<file path="src/rtl/mod_counter_pkg.sv">
`default_nettype none
// ============================================================================
// Module      : mod_counter_pkg
// Description : Shared constants for the modulo up/down counter and its bench.
// Revision    : 1.0 - initial release
// ============================================================================
package mod_counter_pkg;

    localparam logic DIR_UP   = 1'b0;
    localparam logic DIR_DOWN = 1'b1;

endpackage : mod_counter_pkg
`default_nettype wire

</file>
<file path="src/rtl/mod_counter_dff_ar_n.sv">
`default_nettype none
// ============================================================================
// Module      : dff_ar_n
// Description : WIDTH-bit D register, asynchronous active-high reset to zero.
// Revision    : 1.0 - initial release
// ============================================================================
module dff_ar_n #(
    parameter int WIDTH = 4
) (
    input  logic             clk,
    input  logic             reset,
    input  logic [WIDTH-1:0] d,
    output logic [WIDTH-1:0] q
);

    logic [WIDTH-1:0] r_q;

    always_ff @(posedge clk or posedge reset) begin
        if (reset) begin
            r_q <= '0;
        end else begin
            r_q <= d;
        end
    end

    assign q = r_q;

endmodule : dff_ar_n
`default_nettype wire

</file>
<file path="src/rtl/mod_counter.sv">
`default_nettype none
// ============================================================================
// Module      : mod_counter
// Description : Modulo-N up/down counter with load, clear, wrap or saturate.
// Revision    : 1.0 - initial release
// ============================================================================
module mod_counter
    import mod_counter_pkg::*;
#(
    parameter int WIDTH    = 4,
    parameter int MODULUS  = 16,
    parameter int SATURATE = 0
) (
    input  logic             clk,
    input  logic             reset,
    input  logic             clear,
    input  logic             load,
    input  logic [WIDTH-1:0] load_val,
    input  logic             en,
    input  logic             dir,
    output logic [WIDTH-1:0] q,
    output logic             tc,
    output logic             wrap
);

    generate
        if (MODULUS < 2 || MODULUS > (1 << WIDTH)) begin : g_bad_modulus
            $error("mod_counter: MODULUS must lie in 2..2**WIDTH");
        end
    endgenerate

    localparam logic [WIDTH-1:0] c_max = WIDTH'(MODULUS - 1);

    logic [WIDTH-1:0] r_q;
    logic             r_wrap;
    logic [WIDTH-1:0] w_q_nxt;
    logic             w_wrap_nxt;
    logic             w_at_max;
    logic             w_at_zero;

    assign w_at_max  = (r_q == c_max);
    assign w_at_zero = (r_q == '0);

    always_comb begin
        w_q_nxt    = r_q;
        w_wrap_nxt = 1'b0;
        if (clear) begin
            w_q_nxt = '0;
        end else if (load) begin
            // Out-of-range load data clamps to the top of the count range.
            w_q_nxt = (load_val > c_max) ? c_max : load_val;
        end else if (en) begin
            if (dir == DIR_UP) begin
                if (!w_at_max) begin
                    w_q_nxt = r_q + 1'b1;
                end else if (SATURATE == 0) begin
                    w_q_nxt    = '0;
                    w_wrap_nxt = 1'b1;
                end
            end else begin
                if (!w_at_zero) begin
                    w_q_nxt = r_q - 1'b1;
                end else if (SATURATE == 0) begin
                    w_q_nxt    = c_max;
                    w_wrap_nxt = 1'b1;
                end
            end
        end
    end

    dff_ar_n #(.WIDTH(WIDTH)) u_q_reg (
        .clk   (clk),
        .reset (reset),
        .d     (w_q_nxt),
        .q     (r_q)
    );

    // The wrap pulse shares the async reset, so a reset drops any pending pulse.
    dff_ar_n #(.WIDTH(1)) u_wrap_reg (
        .clk   (clk),
        .reset (reset),
        .d     (w_wrap_nxt),
        .q     (r_wrap)
    );

    assign tc   = en & ~clear & ~load & ((dir == DIR_DOWN) ? w_at_zero : w_at_max);
    assign q    = r_q;
    assign wrap = r_wrap;

endmodule : mod_counter
`default_nettype wire

</file>
<file path="config.mk">
export PLATFORM = sky130hd
export DESIGN_NAME = mod_counter
export DESIGN_NICKNAME = d
export VERILOG_FILES = /design/src/rtl/mod_counter_pkg.sv /design/src/rtl/mod_counter_dff_ar_n.sv /design/src/rtl/mod_counter.sv
export SDC_FILE = /design/constraint.sdc
export NUM_CORES = 1
export LEC_CHECK = 0
export BUFFER_PORTS_ARGS = -buffer_cell sky130_fd_sc_hd__buf_2
export CORE_AREA = 2 2 39 41
export CTS_CLUSTER_DIAMETER = 40
export DETAILED_ROUTE_END_ITERATION = 10
export DIE_AREA = 0 0 41 43
export PLACE_DENSITY = 0.56
export SLEW_MARGIN = 40
export SYNTH_ARGS = -nofsm -noshare
export SYNTH_HDL_FRONTEND = slang
export SYNTH_HIERARCHICAL = 1
export SYNTH_SLANG_ARGS = --single-unit
</file>
<file path="constraint.sdc">
create_clock -name clk -period 1.3 [get_ports clk]
set_input_delay 0.26 -clock clk [delete_from_list [all_inputs] [get_ports clk]]
set_output_delay 0.26 -clock clk [all_outputs]
set_load 0.03 [all_outputs]
</file>
==> results of run 1 <==
cell type report:
class | instances | area [sq um] | area share, %
tap | 16 | 20.02 | 2.349
inverter | 9 | 36.28 | 4.258
clock buffer | 4 | 26.28 | 3.084
timing repair buffer | 39 | 320.3 | 37.59
multi-input combinational | 35 | 319.1 | 37.44
sequential | 5 | 130.1 | 15.27
sequential cells by signal, summed over array words and instances, names as in the netlist:
| register | flops |
|---|---|
| u_q_reg/q | 4 |
| u_wrap_reg/q | 1 |
worst min path at each step:
| stage | from | to | slack [ps] |
|---|---|---|---|
| after global placement | reset | u_wrap_reg/q$_DFF_PP0_ | 100 |
| after detailed placement | reset | u_wrap_reg/q$_DFF_PP0_ | 100 |
| after global routing | load_val[0] | u_q_reg/q[0]$_DFF_PP0_ | 280 |
| after floorplan | reset | u_wrap_reg/q$_DFF_PP0_ | -10 |
| final | load_val[0] | u_q_reg/q[0]$_DFF_PP0_ | 260 |
| after CTS | load_val[0] | u_q_reg/q[0]$_DFF_PP0_ | 250 |
routing by layer:
metal	routed length, um	global-route usage [%]	vias up
li1	-	-	261
met3	62	4.712	0
met2	803	33.13	17
met1	612	22.88	250
met4	0	6.000	0
met5	0	0	-
report_power, final:
part / internal, mW / switching, mW
clock: 0.116 / 0.0652
combinational: 0.168 / 0.140
sequential: 0.168 / 0.0138
logic make-up (layout without fill, tap and decap cells):
group,after synthesis,count (layout),synth area share (%)
xor gates and xnor gates,2,2,4.218
muxes,1,1,2.410
and+or+nand+nor,12,12,15.36
adders and majority gates,3,3,9.037
AOI/OAI and AO/OA,17,17,28.91
DFF,5,5,30.12
buffers and inverters,11,52,9.940
timing repair:
item | in CTS | in global routing
pin swaps | 4 | 4
resized for setup | 13 | 14
endpoints found under the setup margin | 5 | 8
hold endpoints to repair | 5 | 0
hold buffers | 1 | 0
buffers inserted | 4 | 6
per-stage QoR:
stage | cell area [sq um] | TNS [ps] | power, mW | utilization, % | hold WS, ps
final | 852.1 | -1180 | 0.6709 | 61.57 | 261.3
after global routing | 852.1 | -1523 | 0.7143 | 61.57 | 283.5
after CTS | 760.7 | -939.3 | 0.6266 | 54.97 | 252.1
after detailed placement | 644.4 | -625.2 | 0.3976 | 46.56 | 103.7
after global placement | 644.4 | -620.6 | 0.3937 | 46.56 | 101.9
after floorplan | 451.7 | -600.6 | 0.3010 | - | -11.29
placed cells by master (no fill, tap or decap):
| cell | synthesis | final |
|---|---|---|
| nor2_1 | 6 | 6 |
| clkbuf_4 | 0 | 3 |
| a21oi_1 | 8 | 8 |
| nand2b_1 | 2 | 2 |
| dfrtp_1 | 5 | 1 |
| xnor2_1 | 2 | 2 |
| inv_2 | 1 | 1 |
| inv_4 | 0 | 1 |
| nor3_2 | 0 | 1 |
| nor3_4 | 0 | 1 |
| ha_4 | 0 | 2 |
| a221oi_2 | 1 | 1 |
| inv_1 | 8 | 7 |
| dlygate4sd3_1 | 0 | 1 |
| buf_4 | 0 | 13 |
| dfrtp_2 | 0 | 4 |
| and4_4 | 0 | 1 |
| a211o_1 | 1 | 1 |
| o21ai_0 | 1 | 1 |
| a211oi_1 | 2 | 1 |
| or4b_1 | 1 | 1 |
| a211oi_2 | 0 | 1 |
| mux2i_1 | 1 | 1 |
| o311ai_1 | 0 | 1 |
| a221o_1 | 1 | 1 |
| buf_2 | 0 | 11 |
| buf_6 | 0 | 14 |
| clkbuf_1 | 2 | 1 |
| o31a_1 | 1 | 1 |
| a41oi_4 | 0 | 1 |
| ha_2 | 0 | 1 |
worst min-delay path: cells and delay by family:
family                 cells  cell delay, ps
buffers and inverters      1              70
and+or+nand+nor            1              70
AOI/OAI and AO/OA          1              50
==> flow_summary.json, run 1 <==
{
  "setup_violations": 5,
  "ys_warn_count": 6,
  "yosysTopAreaCell": "dfrtp_1",
  "rr_worst_depth": 9,
  "detailed_place_hpwl_um": 1003,
  "path_delay_family": "flip-flops",
  "rows": 14,
  "ant_nets": 0,
  "core_area_sq_um": 1384,
  "die_x_um": 41,
  "netlist_area_sq_um": 415.4,
  "powerDensity_nw_per_um2": 787.4,
  "path_buf_inv": 2,
  "synth.distinct_cells": 21,
  "layout-drive-gt1-share_pct": 60.87,
  "required_ps": 1040,
  "synth_ff_type": "dfrtp_1",
  "clock.fmax_mhz": 578.1,
  "rsz0062_at_grt": "yes",
  "io_pins": 16,
  "worst_setup_path_start_kind": "register",
  "grt_max_degree": 9,
  "leakage_nw": 0.4029,
  "worst_slack_ps": -429.7,
  "drv_cap": 0,
  "synth-edff-count": 0,
  "syn_avg_cell_area_sq_um": 8.145,
  "cp_slowest_stage_delay_ps": 440,
  "grt_use_total_pct": 19.58,
  "crit_slowest_cell": "dfrtp_2",
  "syn_nets": 64,
  "diodes": 0,
  "drtIter0Drc": 11,
  "cp_max_fo": 4,
  "dp.cells": 94,
  "cp-startpoint": "u_q_reg/q[0]$_DFF_PP0_",
  "skew_ps": 2.152,
  "overflow": 0,
  "period_minus_slack_ps": 1730,
  "area_delta_synth_final_pct": 105.1,
  "slew_headroom_pct": 82.37,
  "wl_per_cell_um": 13.69,
  "synth_top_area_share_pct": 30.12,
  "worstPathArrival_ps": 1470,
  "cts_root_buf": "clkbuf_4",
  "reg2reg_from": "u_q_reg/q[0]$_DFF_PP0_",
  "finalCritPeriodShare_pct": 133.1,
  "die_height_um": 43,
  "fin_nets": 106,
  "setup.worst_path.end": "tc",
  "violations": "setup timing",
  "ys_ff_latch": 5,
  "vdd_drop_max_mv": 0.4810,
  "clkSinkCount": 5,
  "die_area_sq_um": 1763,
  "routed_wl_um": 1478,
  "hold_depth": 3,
  "fill_cells": 136,
  "portBuffers": 15,
  "synthTopCellsByArea": "dfrtp_1 (30%), a21oi_1 (9.6%), ha_1 (9.0%)",
  "run_status": "finished, violations left",
  "yosys-top-cells-count": "a21oi_1 (8), inv_1 (8), nor2_1 (6)",
  "cts_tree": "built",
  "pre_cts_ws_ps": -263.0,
  "synthArstFlopShare_pct": 100.0,
  "start_util_pct": 30.02,
  "path_clk_slew_ps": 40,
  "cts-buffers-inserted": 3,
  "hold_viol_final": 0,
  "place_congestion": 0.7652,
  "vias": 528,
  "endpoint_kind": "output pin",
  "cts_buffer_depth": 2,
  "stdcell_count": 108,
  "reg2reg_setup_slack_ps": -340,
  "worstSetupPathDepth": 6,
  "r2r-end": "u_wrap_reg/q$_DFF_PP0_",
  "vias_per_cell": 4.889,
  "worst-setup-path-type": "reg -> out",
  "crit_chain": "inv_4 -> ha_4 -> and4_4 -> a41oi_4 -> nor3_4 -> buf_6",
  "drc": 0,
  "firstDrtPassIters": 4,
  "ys_seq_area_share_pct": 30.12,
  "clock_latency_ps": 240,
  "grt_pass1_wl_um": 2297,
  "grt_pass1_vias": 536,
  "antenna_found_initial": 0,
  "worst_pin_slew_ps": 260.3,
  "htreeDepth": 1,
  "holdCritPathClass": "in -> reg",
  "netlist_instances": 51,
  "final_max_slew_viol_count": 0
}
Power figures use the tool's default switching activity.
==> run 2: changes to the inputs <==
--- a/config.mk
+++ b/config.mk
@@ -6,11 +6,13 @@
 export NUM_CORES = 1
 export LEC_CHECK = 0
 export BUFFER_PORTS_ARGS = -buffer_cell sky130_fd_sc_hd__buf_2
-export CORE_AREA = 2 2 39 41
+export CELL_PAD_IN_SITES_DETAIL_PLACEMENT = 1
+export CELL_PAD_IN_SITES_GLOBAL_PLACEMENT = 2
+export CORE_MARGIN = 1.5
+export CORE_UTILIZATION = 22
 export CTS_CLUSTER_DIAMETER = 40
 export DETAILED_ROUTE_END_ITERATION = 10
-export DIE_AREA = 0 0 41 43
-export PLACE_DENSITY = 0.56
+export PLACE_DENSITY = 0.69
 export SLEW_MARGIN = 40
 export SYNTH_ARGS = -nofsm -noshare
 export SYNTH_HDL_FRONTEND = slang
==> run 2 against run 1 <==
Net effect:
- cell count rose by 10%
- critical path depth did not move
- design area fell by 0.15%
- the run still ends with setup timing left
- critical endpoint unchanged
- first-iteration DRC count decreased by 82%
==> flow_summary.json, run 2 (synthesis gave the netlist of run 1 again) <==
{
  "grt_pass1_wl_um": 2242,
  "vias_per_cell": 4.429,
  "clock.fmax_mhz": 572.4,
  "ant_nets": 0,
  "power_switching_uw": 222.8,
  "rr_worst_depth": 6,
  "final_cell_mix": "buf_4 (23), buf_2 (13), a21oi_1 (8)",
  "clkSinkCount": 5,
  "rsz0062_at_grt": "yes",
  "grt_use_total_pct": 15.36,
  "skew_ps": 0.5932,
  "firstDrtPassIters": 3,
  "portBuffers": 15,
  "drtIter0Drc": 2,
  "clock_latency_ps": 250,
  "cts-buffers-inserted": 3,
  "cts_root_buf": "clkbuf_4",
  "setup_violations": 7,
  "total_power_uw": 662.6,
  "hold_viol_final": 0,
  "worstPathArrival_ps": 1490,
  "run_status": "finished, violations left",
  "worst_setup_path_start_kind": "register",
  "antenna_found_initial": 0,
  "vdd_drop_max_mv": 0.6029,
  "violations": "setup timing",
  "cts_buffer_depth": 2,
  "final.setup.tns_ps": -1072,
  "worst_slack_ps": -447.1,
  "leakage_nw": 0.4134,
  "detailed_place_hpwl_um": 1042,
  "grt_max_degree": 9,
  "path_clk_slew_ps": 40,
  "place_congestion": 0.7539,
  "seqPwrFrac_pct": 26.9,
  "holdCritPathClass": "in -> reg",
  "core_area_sq_um": 1745,
  "drc": 0,
  "largest_reg_flops": 4,
  "p_sw_share_pct": 33.62,
  "hold_depth": 3,
  "drv_cap": 0,
  "rows": 15,
  "wl_per_cell_um": 12.85,
  "cts_tree": "built",
  "worst-setup-path-type": "reg -> out",
  "cp_max_fo": 3,
  "routed_wl_um": 1529,
  "final_max_slew_viol_count": 0,
  "diodes": 0,
  "finalCritPeriodShare_pct": 134.4,
  "layout-drive-gt1-share_pct": 62.77,
  "worst_pin_slew_ps": 267.2,
  "start_util_pct": 23.80,
  "grt_pass1_vias": 485,
  "vias": 527,
  "layout_commonest_cell": "buf_4",
  "fin_nets": 108,
  "period_minus_slack_ps": 1747,
  "io_pins": 16,
  "power_frac_comb_pct": 45.0,
  "powerDensity_nw_per_um2": 778.8,
  "overflow": 0,
  "die_area_sq_um": 2158,
  "clkPwrFrac_pct": 28.1,
  "required_ps": 1040,
  "p_int_uw": 439.8,
  "fin_hold_ws_ps": 255.1,
  "die_height_um": 46.46,
  "slew_headroom_pct": 81.90,
  "area_delta_synth_final_pct": 104.8,
  "htreeDepth": 1,
  "die_x_um": 46.46,
  "endpoint_kind": "output pin"
}
==> run 2: worst paths after layout <==
kind / endpoint / slack [ps] / from
worst min-delay path: u_q_reg/q[0]$_DFF_PP0_ / 260 / load_val[0]
worst max-delay path: tc / -450 / u_q_reg/q[1]$_DFF_PP0_
min in group asynchronous: u_wrap_reg/q$_DFF_PP0_ / 410 / reset
worst min register to register: u_q_reg/q[2]$_DFF_PP0_ / 690 / u_q_reg/q[2]$_DFF_PP0_
max in group asynchronous: u_q_reg/q[2]$_DFF_PP0_ / 680 / reset
worst max register to register: u_q_reg/q[3]$_DFF_PP0_ / -400 / u_q_reg/q[0]$_DFF_PP0_
==> run 2: per-stage QoR <==
stage | utilization, % | setup slack, ps | instance area, sq um | std cells
after floorplan | - | -251.9 | 451.7 | 51
after global placement | 37.13 | -236.7 | 648.1 | 102
after detailed placement | 37.13 | -228.4 | 648.1 | 102
after CTS | 43.94 | -434.6 | 767.0 | 112
after global routing | 48.75 | -530.6 | 850.8 | 119
final | 48.75 | -447.1 | 850.8 | 119
==> run 2: metal layers <==
layer | routed length [um] | global-route usage [%]
met5 | 0 | 0
met4 | 16 | 3.429
met3 | 52 | 4.706
met2 | 803 | 26.11
met1 | 657 | 18.82
==> run 2: power by group through the flow <==
stage                     combinational (mW)  clock (mW)  sequential, mW
after floorplan                       0.0952           0           0.206
after global placement                 0.211           0           0.183
after detailed placement               0.212           0           0.182
after CTS                              0.259       0.187           0.179
after global routing                   0.324       0.211           0.179
final                                  0.298       0.186           0.178
==> run 2: layout make-up <==
cell class,instances,area (sq um)
Tap cell,25,31.28
Fill cell,219,894.6
Timing Repair Buffer,41,292.8
Clock buffer,4,26.28
Inverter,9,36.28
Multi-Input combinational cell,35,334.1
Sequential cell,5,130.1
==> run 2: critical path, cell delays in order, from the launching register on <==
cell and delay, ps:
dfrtp_2 420, inv_2 90, ha_4 140, and4_1 180
a41oi_2 60, nor3_4 200, buf_6 150
==> run 2: repair_timing <==
item                       4_1_cts  5_1_grt
setup endpoints to repair        4        6
hold endpoints to repair         5        0
gates resized for setup         11        6
pin swaps                        1        7
setup buffers                    5        8
hold buffers                     1        0
cloned                           0        0
==> run 3: changes to the inputs <==
==> constraint.sdc (replaced) <==
create_clock -name clk -period 1.3 [get_ports clk]
set_input_delay 0.065 -clock clk [delete_from_list [all_inputs] [get_ports clk]]
set_output_delay 0.065 -clock clk [all_outputs]
set_load 0.03 [all_outputs]
==> run 3 against run 2 <==
Net effect:
- the flow still finishes with violations (setup timing)
- core utilization decreased by 4.9 points
- fmax increased by 9.4%
- wire length decreased by 1.3%
- design area decreased by 10%
- clock skew increased by 8.1 ps
- first-iteration DRC count increased by 50%
- non-clock buffer count decreased by 8
- cell count decreased by 6.7%
- sequential power increased by 2%
- worst hold slack got worse by 190 ps
- critical endpoint unchanged
- largest cell class unchanged
- largest power group unchanged
- highest routed layer unchanged
==> flow_summary.json, run 3 (synthesis gave the netlist of run 1 again) <==
{
  "leakage_nw": 0.3626,
  "cts-buffers-inserted": 3,
  "worstPathArrival_ps": 1530,
  "place_congestion": 0.6823,
  "stdcell_count": 111,
  "endpoint_kind": "output pin",
  "slew_headroom_pct": 83.87,
  "period_minus_slack_ps": 1597,
  "violations": "setup timing",
  "worst-setup-path-type": "reg -> out",
  "met1_length_um": 606,
  "detailed_place_hpwl_um": 978.5,
  "start_util_pct": 23.80,
  "cp_max_fo": 4,
  "holdCritPathClass": "in -> reg",
  "drc": 0,
  "dp.cells": 95,
  "fill_cells": 236,
  "dr_wl_met2_um": 809,
  "fin_nets": 100,
  "ant_nets": 0,
  "worst_slack_ps": -297.4,
  "grt_max_degree": 10,
  "final_max_slew_viol_count": 0,
  "htreeDepth": 1,
  "die_area_sq_um": 2158,
  "cts_buffer_depth": 2,
  "core_area_sq_um": 1745,
  "overflow": 0,
  "pre_cts_ws_ps": -148.2,
  "routed_wl_um": 1509,
  "antenna_found_initial": 0,
  "die_x_um": 46.46,
  "skew_ps": 8.675,
  "grt_pass1_wl_um": 2235,
  "drv_cap": 0,
  "vdd_drop_max_mv": 0.3587,
  "worst_setup_path_start_kind": "register",
  "rsz0062_at_grt": "yes",
  "io_pins": 16,
  "drtIter0Drc": 3,
  "wl_met3_um": 66,
  "dr.max_layer_used": "met4",
  "required_ps": 1240,
  "setup_violations": 4,
  "grt_use_total_pct": 15.50,
  "regArea_sq_um": 130.1,
  "final_cell_mix": "buf_4 (16), buf_2 (14), inv_1 (7), a21oi_1 (7), nor2_1 (6)",
  "worst_pin_slew_ps": 241.6,
  "vias_per_cell": 4.613,
  "hold_viol_final": 0,
  "cts_root_buf": "clkbuf_4",
  "layout_commonest_cell": "buf_4",
  "vias": 512,
  "portBuffers": 15,
  "multi_input_area_sq_um": 321.6,
  "rows": 15,
  "clock.fmax_mhz": 626.0,
  "wl_per_cell_um": 13.59,
  "layout-drive-gt1-share_pct": 61.63,
  "diodes": 0,
  "area_delta_synth_final_pct": 84.34,
  "powerDensity_nw_per_um2": 833.6,
  "path_clk_slew_ps": 50,
  "finalCritPeriodShare_pct": 122.9,
  "clock_latency_ps": 260,
  "run_status": "finished, violations left",
  "grt_pass1_vias": 490,
  "die_height_um": 46.46,
  "cts_tree": "built",
  "clkSinkCount": 5,
  "largest_reg_flops": 4,
  "firstDrtPassIters": 4
}
[run 3: cell types whose count changed in the layout (fill, tap and decap cells not counted), sizes merged]
| cell | previous run | this run |
|---|---|---|
| buf | 40 | 32 |
[run 3: per-stage QoR]
| step | hold slack, ps | util, % | instance area, sq um | total power [mW] | setup TNS (ps) |
|---|---|---|---|---|---|
| 6_report | 65.75 | 43.87 | 765.7 | 0.6383 | -768.7 |
| 5_1_grt | 71.94 | 43.87 | 765.7 | 0.6772 | -1008 |
| 4_1_cts | 65.73 | 41.51 | 724.4 | 0.6135 | -488.2 |
| 3_5_place_dp | -86.87 | 33.91 | 591.8 | 0.3739 | -293.9 |
| 3_3_place_gp | -89.26 | 33.91 | 591.8 | 0.3710 | -265.4 |
| 2_1_floorplan | -206.3 | - | 447.9 | 0.3024 | -460.6 |
[run 3: area by class of cell]
| type | count | area share [%] |
|---|---|---|
| clock buffer | 4 | 3.431 |
| inverter | 9 | 4.412 |
| timing repair buffer | 33 | 29.09 |
| tap | 25 | 4.085 |
| multi-input combinational | 35 | 41.99 |
| sequential | 5 | 16.99 |
[run 3: critical path, cell delays in order (launching register included)]
cell and delay, ps:
dfrtp_2 420, inv_2 90, ha_4 150, and4_1 200, a41oi_2 50, nor3_2 170
buf_4 200
[run 3: path summary, 6_finish.rpt]
kind | from | end | slack (ps) | cells after the start
hold / removal | clear | u_q_reg/q[2]$_DFF_PP0_ | 70 | 2
setup / recovery | u_q_reg/q[0]$_DFF_PP0_ | tc | -300 | 6
hold reg to reg | u_q_reg/q[2]$_DFF_PP0_ | u_q_reg/q[2]$_DFF_PP0_ | 760 | 2
setup reg to reg | u_q_reg/q[0]$_DFF_PP0_ | u_q_reg/q[3]$_DFF_PP0_ | -250 | 5
max in group asynchronous | reset | u_q_reg/q[1]$_DFF_PP0_ | 840 | 3
min in group asynchronous | reset | u_wrap_reg/q$_DFF_PP0_ | 210 | 3
[run 3: routing by layer]
metal  vias up  track usage [%]
met5         -                0
met4         0            3.429
met3         2            7.059
met2        15            27.78
met1       244            16.39
li1        251                -
[run 3: repair_timing]
item | in CTS | in global routing
hold buffers | 1 | 0
pin swaps | 4 | 4
setup endpoints to repair | 5 | 5
setup buffers | 10 | 3
resized for setup | 7 | 4
hold endpoints to repair | 5 | 0
[run 3: report_power, final]
group	internal, mW	switching [mW]	total (mW)	leakage (nW)
Sequential	0.168	0.0145	0.182	0.0605
Clock	0.117	0.0787	0.196	0.0150
Combinational	0.134	0.127	0.260	0.287
